$ cat src/rtl/systolic_pkg.sv
// Shared definitions for the systolic matrix unit front end: array geometry,
// operand/accumulator widths and the feeder FSM state encoding.
package systolic_pkg;
  localparam int N     = 4;
  localparam int AW    = 8;
  localparam int KW    = 8;
  localparam int ACT_W = 9;
  localparam int WGT_W = 8;
  localparam int ACC_W = 32;

  typedef enum logic [1:0] {
    ST_IDLE,
    ST_FEED,
    ST_DRAIN
  } state_e;
endpackage

$ cat src/rtl/skew_line.sv
// Fixed-depth delay chain with synchronous active-low clear; DEPTH=0 is a
// plain wire so lane 0 of the skew needs no special casing in the parent.
module skew_line #(
  parameter int DEPTH = 1,
  parameter int W     = 8
) (
  input  logic         clk,
  input  logic         rst_n,
  input  logic [W-1:0] din,
  output logic [W-1:0] dout
);
  if (DEPTH == 0) begin : g_pass
    logic unused_ctl;
    assign unused_ctl = clk ^ rst_n;
    assign dout       = din;
  end else begin : g_chain
    logic [W-1:0] stage [DEPTH];

    // NOTE: the whole chain is cleared on reset (not just a valid bit) so a
    // tile aborted mid-flight cannot leak stale lanes onto the array edges.
    always_ff @(posedge clk) begin
      if (!rst_n) begin
        for (int s = 0; s < DEPTH; s++) stage[s] <= '0;
      end else begin
        // NOTE: non-blocking assignment makes every stage shift on the same edge.
        stage[0] <= din;
        for (int s = 1; s < DEPTH; s++) stage[s] <= stage[s-1];
      end
    end

    assign dout = stage[DEPTH-1];
  end
endmodule

$ cat src/rtl/systolic_feeder.sv
// Operand feeder for the NxN systolic array: reads A/B rows, offsets and skews
// them onto the array edges. Optional activation offset: FEEDER_OFFSET_EN.
module systolic_feeder
  import systolic_pkg::*;
#(
  parameter int N  = systolic_pkg::N,
  parameter int AW = systolic_pkg::AW,
  parameter int KW = systolic_pkg::KW
) (
  input  logic                    clk,
  input  logic                    rst_n,
  input  logic                    start,
  input  logic [KW-1:0]           k_len,
  input  logic [AW-1:0]           a_base,
  input  logic [AW-1:0]           b_base,
  input  logic signed [ACT_W-1:0] input_offset,
  output logic                    busy,
  output logic                    done,
  output logic                    a_ren,
  output logic                    b_ren,
  output logic [AW-1:0]           a_addr,
  output logic [AW-1:0]           b_addr,
  input  logic [N*WGT_W-1:0]      a_rdata,
  input  logic [N*WGT_W-1:0]      b_rdata,
  output logic [N*ACT_W-1:0]      left_out,
  output logic [N*WGT_W-1:0]      top_out,
  output logic [N-1:0]            pe_rst_out
);
  // Drain lasts until the bottom-right PE has registered its last product.
  localparam logic [KW-1:0] DRAIN_LAST = KW'(2 * N + 1);
  localparam int            EXT_W      = ACT_W - WGT_W;

  state_e        state, state_nx;
  logic [KW-1:0] cnt, cnt_nx;
  logic [KW-1:0] k_len_q;
  logic [AW-1:0] a_base_q, b_base_q;
  logic          rd_valid, rd_first;

  always_ff @(posedge clk) begin
    if (!rst_n) begin
      state    <= ST_IDLE;
      cnt      <= '0;
      k_len_q  <= '0;
      a_base_q <= '0;
      b_base_q <= '0;
    end else begin
      state <= state_nx;
      cnt   <= cnt_nx;
      if (state == ST_IDLE && start) begin
        k_len_q  <= k_len;
        a_base_q <= a_base;
        b_base_q <= b_base;
      end
    end
  end

  always_comb begin
    // NOTE: every output of this block has a default first, so no path infers a latch.
    state_nx = state;
    cnt_nx   = cnt;
    busy     = 1'b0;
    done     = 1'b0;
    a_ren    = 1'b0;
    b_ren    = 1'b0;
    a_addr   = '0;
    b_addr   = '0;
    case (state)
      ST_IDLE: begin
        if (start) begin
          // An empty tile skips straight to the final drain cycle.
          if (k_len == '0) begin
            state_nx = ST_DRAIN;
            cnt_nx   = DRAIN_LAST;
          end else begin
            state_nx = ST_FEED;
            cnt_nx   = '0;
          end
        end
      end
      ST_FEED: begin
        busy   = 1'b1;
        a_ren  = 1'b1;
        b_ren  = 1'b1;
        a_addr = a_base_q + AW'(cnt);
        b_addr = b_base_q + AW'(cnt);
        if (cnt == k_len_q - KW'(1)) begin
          state_nx = ST_DRAIN;
          cnt_nx   = '0;
        end else begin
          cnt_nx = cnt + KW'(1);
        end
      end
      ST_DRAIN: begin
        busy = 1'b1;
        if (cnt == DRAIN_LAST) begin
          done     = 1'b1;
          state_nx = ST_IDLE;
          cnt_nx   = '0;
        end else begin
          cnt_nx = cnt + KW'(1);
        end
      end
      default: state_nx = ST_IDLE;
    endcase
  end

  // Read data returns one cycle after the enable; the first beat is k=0.
  always_ff @(posedge clk) begin
    if (!rst_n) begin
      rd_valid <= 1'b0;
      rd_first <= 1'b0;
    end else begin
      rd_valid <= a_ren;
      rd_first <= a_ren && (cnt == '0);
    end
  end

`ifdef FEEDER_OFFSET_EN
  logic [ACT_W-1:0] offset_q;

  always_ff @(posedge clk) begin
    if (!rst_n)                        offset_q <= '0;
    else if (state == ST_IDLE && start) offset_q <= input_offset;
  end
`else
  logic unused_offset;
  assign unused_offset = ^input_offset;
`endif

  logic [ACT_W:0]   row_in  [N];
  logic [ACT_W:0]   row_dly [N];
  logic [WGT_W-1:0] col_in  [N];
  logic [WGT_W-1:0] col_dly [N];

  for (genvar i = 0; i < N; i++) begin : g_lane
    logic [WGT_W-1:0] a_lane;
    logic [ACT_W-1:0] act;

    assign a_lane = a_rdata[i*WGT_W +: WGT_W];
`ifdef FEEDER_OFFSET_EN
    assign act = {{EXT_W{a_lane[WGT_W-1]}}, a_lane} + offset_q;
`else
    assign act = {{EXT_W{a_lane[WGT_W-1]}}, a_lane};
`endif
    // Lanes are forced to zero outside the read window; the clear flag rides with row data.
    assign row_in[i] = rd_valid ? {rd_first, act} : '0;
    assign col_in[i] = rd_valid ? b_rdata[i*WGT_W +: WGT_W] : '0;

    skew_line #(.DEPTH(i), .W(ACT_W + 1)) u_row_skew (
      .clk  (clk),
      .rst_n(rst_n),
      .din  (row_in[i]),
      .dout (row_dly[i])
    );

    skew_line #(.DEPTH(i), .W(WGT_W)) u_col_skew (
      .clk  (clk),
      .rst_n(rst_n),
      .din  (col_in[i]),
      .dout (col_dly[i])
    );
  end

  always_ff @(posedge clk) begin
    if (!rst_n) begin
      left_out   <= '0;
      top_out    <= '0;
      pe_rst_out <= '0;
    end else begin
      for (int i = 0; i < N; i++) begin
        left_out[i*ACT_W +: ACT_W] <= row_dly[i][ACT_W-1:0];
        top_out[i*WGT_W +: WGT_W]  <= col_dly[i];
        pe_rst_out[i]              <= row_dly[i][ACT_W];
      end
    end
  end
endmodule

$ cat config.mk
export PLATFORM = sky130hd
export DESIGN_NAME = systolic_feeder
export DESIGN_NICKNAME = d
export VERILOG_FILES = /design/src/rtl/systolic_pkg.sv /design/src/rtl/skew_line.sv /design/src/rtl/systolic_feeder.sv
export SDC_FILE = /design/constraint.sdc
export NUM_CORES = 1
export LEC_CHECK = 0
export CAP_MARGIN = 10
export CELL_PAD_IN_SITES_DETAIL_PLACEMENT = 1
export CELL_PAD_IN_SITES_GLOBAL_PLACEMENT = 1
export CORE_MARGIN = 2
export CORE_UTILIZATION = 50
export CTS_BUF_LIST = sky130_fd_sc_hd__clkbuf_2
export DETAILED_ROUTE_END_ITERATION = 8
export DONT_BUFFER_PORTS = 1
export PLACE_DENSITY = 0.84
export SLEW_MARGIN = 20
export SYNTH_ARGS = -nofsm -noshare
export SYNTH_HDL_FRONTEND = slang
export SYNTH_HIERARCHICAL = 1
export SYNTH_SLANG_ARGS = --single-unit
export TNS_END_PERCENT = 10
$ cat constraint.sdc
create_clock -name clk -period 2.6 [get_ports clk]
set_input_delay 0.52 -clock clk [delete_from_list [all_inputs] [get_ports clk]]
set_output_delay 0.52 -clock clk [all_outputs]
set_load 0.02 [all_outputs]
Word level (Yosys, flattened, before mapping). Memories as Yosys holds them, arrays and structs flattened. A register that Yosys moved wholly into a read port is not among the register bits. Cells that the tools add are included.

Bits in registers: 53. RAM bits: 108. Input port bits: 100. Word-level logic and storage cells: 93. Memories: 6.

Add/subtract/negate cells: 4. Equal/unequal tests: 7. Multiplexer cells: 38. Bitwise logic cells: 10. Reduce and logical (&&, ||, !) cells: 18.

Memories: g_lane[3].u_row_skew.g_chain.stage (depth 3, width 10, rd ports 3, clocked after Yosys merged registers in 1, write ports 3, RTL line skew_line.sv:17) `logic [W-1:0] stage [DEPTH];`; g_lane[3].u_col_skew.g_chain.stage (depth 3, width 8, rd ports 3, clocked after Yosys merged registers in 1, write ports 3, RTL line skew_line.sv:17); g_lane[2].u_row_skew.g_chain.stage (depth 2, width 10, rd ports 2, clocked after Yosys merged registers in 1, write ports 2, RTL line skew_line.sv:17); g_lane[2].u_col_skew.g_chain.stage (depth 2, width 8, rd ports 2, clocked after Yosys merged registers in 1, write ports 2, RTL line skew_line.sv:17); g_lane[1].u_row_skew.g_chain.stage (depth 1, width 10, rd ports 1, clocked after Yosys merged registers in 1, write ports 1, RTL line skew_line.sv:17); g_lane[1].u_col_skew.g_chain.stage (depth 1, width 8, rd ports 1, clocked after Yosys merged registers in 1, write ports 1, RTL line skew_line.sv:17).

Operator list (number): $mux 8 (14); $mux 10 (9); $pmux 8 s3 (1); $add 8x8->8 (2); $logic_not 8->1 (2); $or 1x1->1 (10); $reduce_or 10->1 (1); $add 8x1->8 const B (1); $eq 8x4->1 const B (1); $eq 8x8->1 (1); $mux 1 (8); $mux 2 (4); $reduce_or 8->1 (1); $sub 8x1->8 const B (1); $logic_not 1->1 (6); $ne 2x2->1 const B (3); $pmux 2 s3 (1); $mux 4 (1); $reduce_and 2->1 (2); $reduce_and 3->1 (1); $reduce_bool 3->1 (1); $eq 2x1->1 const B (1); $eq 2x2->1 const B (1); $logic_and 1x1->1 (2); 2 further kinds (2).

Logic depth before layout (Yosys ltp).
Word-level depth: 4. Mapped depth: 10. Gate-level depth less buffers: 9.

By module. Netlist, hierarchy kept.

Modules (own cells, without submodules): systolic_feeder (instances 1, cells each 535, area each 4815.9 um2, seq. area each 2162.1 um2); skew_line at g_lane[3].u_row_skew (instances 1, cells each 73, area each 887.1 um2, seq. area each 600.6 um2); skew_line at g_lane[3].u_col_skew (instances 1, cells each 58, area each 735.7 um2, seq. area each 480.5 um2); skew_line at g_lane[2].u_row_skew (instances 1, cells each 52, area each 636.9 um2, seq. area each 400.4 um2); skew_line at g_lane[2].u_col_skew (instances 1, cells each 41, area each 506.7 um2, seq. area each 320.3 um2); skew_line at g_lane[1].u_row_skew (instances 1, cells each 20, area each 262.8 um2, seq. area each 200.2 um2); skew_line at g_lane[1].u_col_skew (instances 1, cells each 16, area each 210.2 um2, seq. area each 160.2 um2); skew_line at g_lane[0].u_row_skew (instances 1, cells each 10, area each 75.1 um2, seq. area each 0.0 um2); skew_line at g_lane[0].u_col_skew (instances 1, cells each 8, area each 60.1 um2, seq. area each 0.0 um2).

Worst setup path before layout. OpenSTA, ideal clock, no wires.

Path kind: register to output. Start: register cnt[0]. End: output port b_addr[6]. Arrival: 2.044 ns. Data required time: 2.080 ns. Slack: 0.036 ns. Stages on the path, launching flop included: 9. Buffers on the path: 0. Cell sequence: dfxtp_1 -> ha_1 -> fa_1 -> a21o_1 -> a21o_1 -> a21o_1 -> a21oi_1 -> xnor2_1 -> and2_1.

Word-level cells in the longest chain between the ends: 2.

Ends and longest elaborated chain: from (decl) (RTL line systolic_feeder.sv:34) `logic [KW-1:0] cnt, cnt_nx;`; from (signal assigned) (RTL line systolic_feeder.sv:48) `cnt <= cnt_nx;`; $add 8x8->8 (RTL line systolic_feeder.sv:85) `b_addr = b_base_q + AW'(cnt);`; $mux 8 (RTL line systolic_feeder.sv:67) `case (state)`; to (decl) (RTL line systolic_feeder.sv:22) `output logic [AW-1:0] b_addr,`.

Every way passes these cells.

Final worst setup path. Same ends and word-level chain as after synthesis.

==> impl_metrics.yaml <==
outcome:
  outcome: "finished, violations left"
  violations: "setup timing"
synthesis:
  synth_area_leader_cell: "dfxtp_1"
  ys_top_cells_by_count: "and2_1, dfxtp_1, nand2_1"
  ys_seq_elements: 216
  postSynthAreaPerCell_sq_um: 10.1
  syn-num-nets: 937
  synth-seq-area-share_pct: 52.8
  synth_top_area_share_pct: 52.8
  synth_cells: 813
  async_flop_share_pct: 0
  synth_cell_types: 52
  synthFlopType: "dfxtp_1"
  ys_top_cells_by_area: "dfxtp_1, and2_1, buf_4, and2_2, ha_1"
  synth-edff-count: 0
  synthesis.area_sq_um: 8190
  ys_warn_count: 6
floorplanning:
  fp.dieArea_sq_um: 17400
  die_h_um: 132
  core.rowCount: 46
  initial_utilization_pct: 51.4
  die-width_um: 132
  core_area_sq_um: 15900
  ios: 192
place:
  gp_congestion: 0.875
  port_buffers: 0
  dp_hpwl_um: 11500
job:
  maxCapViolCount: 0
final_layout:
  utilization_pct: 60.6
  drive_above_1_share_pct: 21.7
  syn2layout_area_growth_pct: 17.9
  final_nets: 1014
routing:
  firstDrtPassIters: 4
  drt-initial-drc-count: 187
  vias: 5669
  drc_errors: 0
  wirelength_um: 21300
  ant_nets: 0
  wire_per_inst_um: 18.5
  via_per_inst: 4.92
pwr:
  seqPwrFrac_pct: 49.4
  pwr_density_cell_nw_per_um2: 789
  leakage_uw: 0.00422
  p_clk_share_pct: 30.9
  swShare_pct: 32.5
  ir_drop_mv: 0.453
  intPower_uw: 5140
  p_comb_share_pct: 19.7
  switchingPower_uw: 2480
critical_path:
  ff2ff_path_depth: 10
  cp_common_cell: "a21o_1"
  endpoint_kind: "primary output"
  cp-start-kind: "flip-flop"
  rr_startpoint: "k_len_q[0]$_SDFFE_PN0P_"
  critical_path_class: "flip-flop to primary output"
  critPathArrivalTime_ns: 2.77
  critPathBufInv: 0
  slowest_delay_ns: 0.40
  r2r_setup_slack_ns: 0.18
  cp_slowest_cell: "dfxtp_4"
  cp_cell_sequence: "ha_4 > fa_2 > a21o_1 > a21o_1 > a21o_1 > a21oi_2 > xnor2_2 > and2_4"
  crit_family: "compound AO/OA/AOI/OAI gates"
  required_ns: 2.08
  r2r_end: "cnt[0]$_SDFFE_PN0P_"
  critPathMaxFanout: 3
timing:
  slew_violations: 0
  max-slew-margin-rel_pct: 39.0
  clock_skew_ns: 0.0482
  holdWs_ns: 0.0841
  finalCriticalPeriod_ns: 3.29
  max_freq_ghz: 0.304
  rsz0062_at_grt: "true"
  worst_slack_ns: -0.693
  setup_tns_ns: -5.56
  setup_violations: 12
  worst_pin_slew_ns: 0.913
  fin_crit_sh_pct: 127
  hold_viol_final: 0
clock_tree:
  cts_sinks: 216
  cts_tree: "built"
  root_buffer: "clkbuf_2"
  path_clk_slew_ns: 0.13
  clock_path_buffers: 3
  htree_levels: 2
  insertion_delay_ns: 0.77
  cts_buffers: 53
hold_path:
  hold_class: "primary input to flip-flop"
  worstHoldStart: "start"
  hold_path_depth: 3
  holdPathEnd: "state[1]$_SDFFE_PN0P_"
global_route:
  grt_pass1_wl_um: 33100
  grt.total_usage_pct: 23.8
  overflow: 0
  grt_max_degree: 192
  grt_pass1_vias: 6309
  antenna_found_initial: 4
cells by family after synthesis:
| family | synth area share (%) |
|---|---|
| compound gates | 5.48 |
| xor+xnor | 2.25 |
| fa+ha+maj | 3.85 |
| buf+inv | 7.96 |
| flops | 52.8 |
| simple gates | 27.7 |
worst max path at each step:
| stage | start | endpoint | depth (start not counted) | slack [ns] |
|---|---|---|---|---|
| final | cnt[0]$_SDFFE_PN0P_ | b_addr[6] | 8 | -0.69 |
| after global placement | cnt[0]$_SDFFE_PN0P_ | b_addr[6] | 8 | -0.01 |
| after global routing | cnt[0]$_SDFFE_PN0P_ | b_addr[6] | 8 | -0.85 |
| after CTS | cnt[1]$_SDFFE_PN0P_ | b_addr[7] | 9 | -0.69 |
| after floorplan | cnt[0]$_SDFFE_PN0P_ | b_addr[6] | 8 | 0.04 |
| after detailed placement | cnt[0]$_SDFFE_PN0P_ | b_addr[6] | 8 | -0.09 |
stage by stage:
stage | std cells | area, sq um | setup slack [ns] | total power [uW]
after floorplan | 813 | 8190 | 0.0365 | 4780
after global placement | 957 | 8020 | -0.0122 | 4930
after detailed placement | 957 | 8020 | -0.0897 | 5030
after CTS | 1146 | 9600 | -0.694 | 7550
after global routing | 1152 | 9660 | -0.850 | 8050
final | 1152 | 9660 | -0.693 | 7620
per-layer routing:
metal	GRT usage (%)	routed length [um]
met1	23.0	7730
met2	45.7	11800
met3	6.61	1040
met4	12.0	670
met5	0	0
state kept, by name (all words and copies together) (netlist names):
register / cells
a_base_q: 8
b_base_q: 8
cnt: 8
g_lane.u_col_skew/g_chain.stage: 48
g_lane.u_row_skew/g_chain.stage: 60
k_len_q: 8
left_out: 36
pe_rst_out: 4
rd_first: 1
rd_valid: 1
state: 2
top_out: 32
worst register-to-register path: stages, from the launching register on:
cell	delay (ns)
dfxtp_1	0.36
inv_1	0.05
ha_1	0.23
xnor2_1	0.23
o211ai_1	0.12
a2111oi_1	0.49
o21ai_2	0.14
o221ai_2	0.18
buf_4	0.22
o21a_1	0.13
a21oi_1	0.10
cell usage in the layout (no fill, tap or decap), types with 6 or more instances in the layout:
master         instances
nor3_1                 8
clkinv_1              21
ha_1                  18
buf_4                 27
and2_1               203
and2_4                11
clkbuf_2              73
nand2_1               63
inv_1                  6
dlygate4sd3_1         88
xnor2_1                8
a21o_1                 8
nor2_1                 9
a21oi_1               29
xor2_1                 9
dfxtp_1              209
and2_2                50
area by class of cell:
| class | instances | area, sq um |
|---|---|---|
| tap | 216 | 270 |
| timing repair buffer | 118 | 1130 |
| clock buffer | 73 | 365 |
| antenna | 4 | 10.0 |
| sequential | 216 | 4340 |
| multi-input combinational | 494 | 3370 |
| fill | 1740 | 6280 |
| inverter | 7 | 26.3 |
| clock inverter | 24 | 148 |
power by group through the flow:
stage               logic (uW)  registers, uW  clock network (uW)
finish                    1500           3770                2350
global route              1640           3790                2620
CTS                       1410           3750                2380
detailed placement        1220           3810                   0
global placement          1140           3790                   0
floorplan                 1060           3720                   0
repair_timing:
item / in CTS / in global routing
gates cloned: 0 / 0
endpoints found under the hold margin: 213 / 0
hold buffers: 89 / 0
pin swaps: 18 / 8
setup endpoints to repair: 19 / 24
setup buffers: 3 / 2
gates resized for setup: 46 / 11
Note: power is estimated with default switching activity, not from simulation.
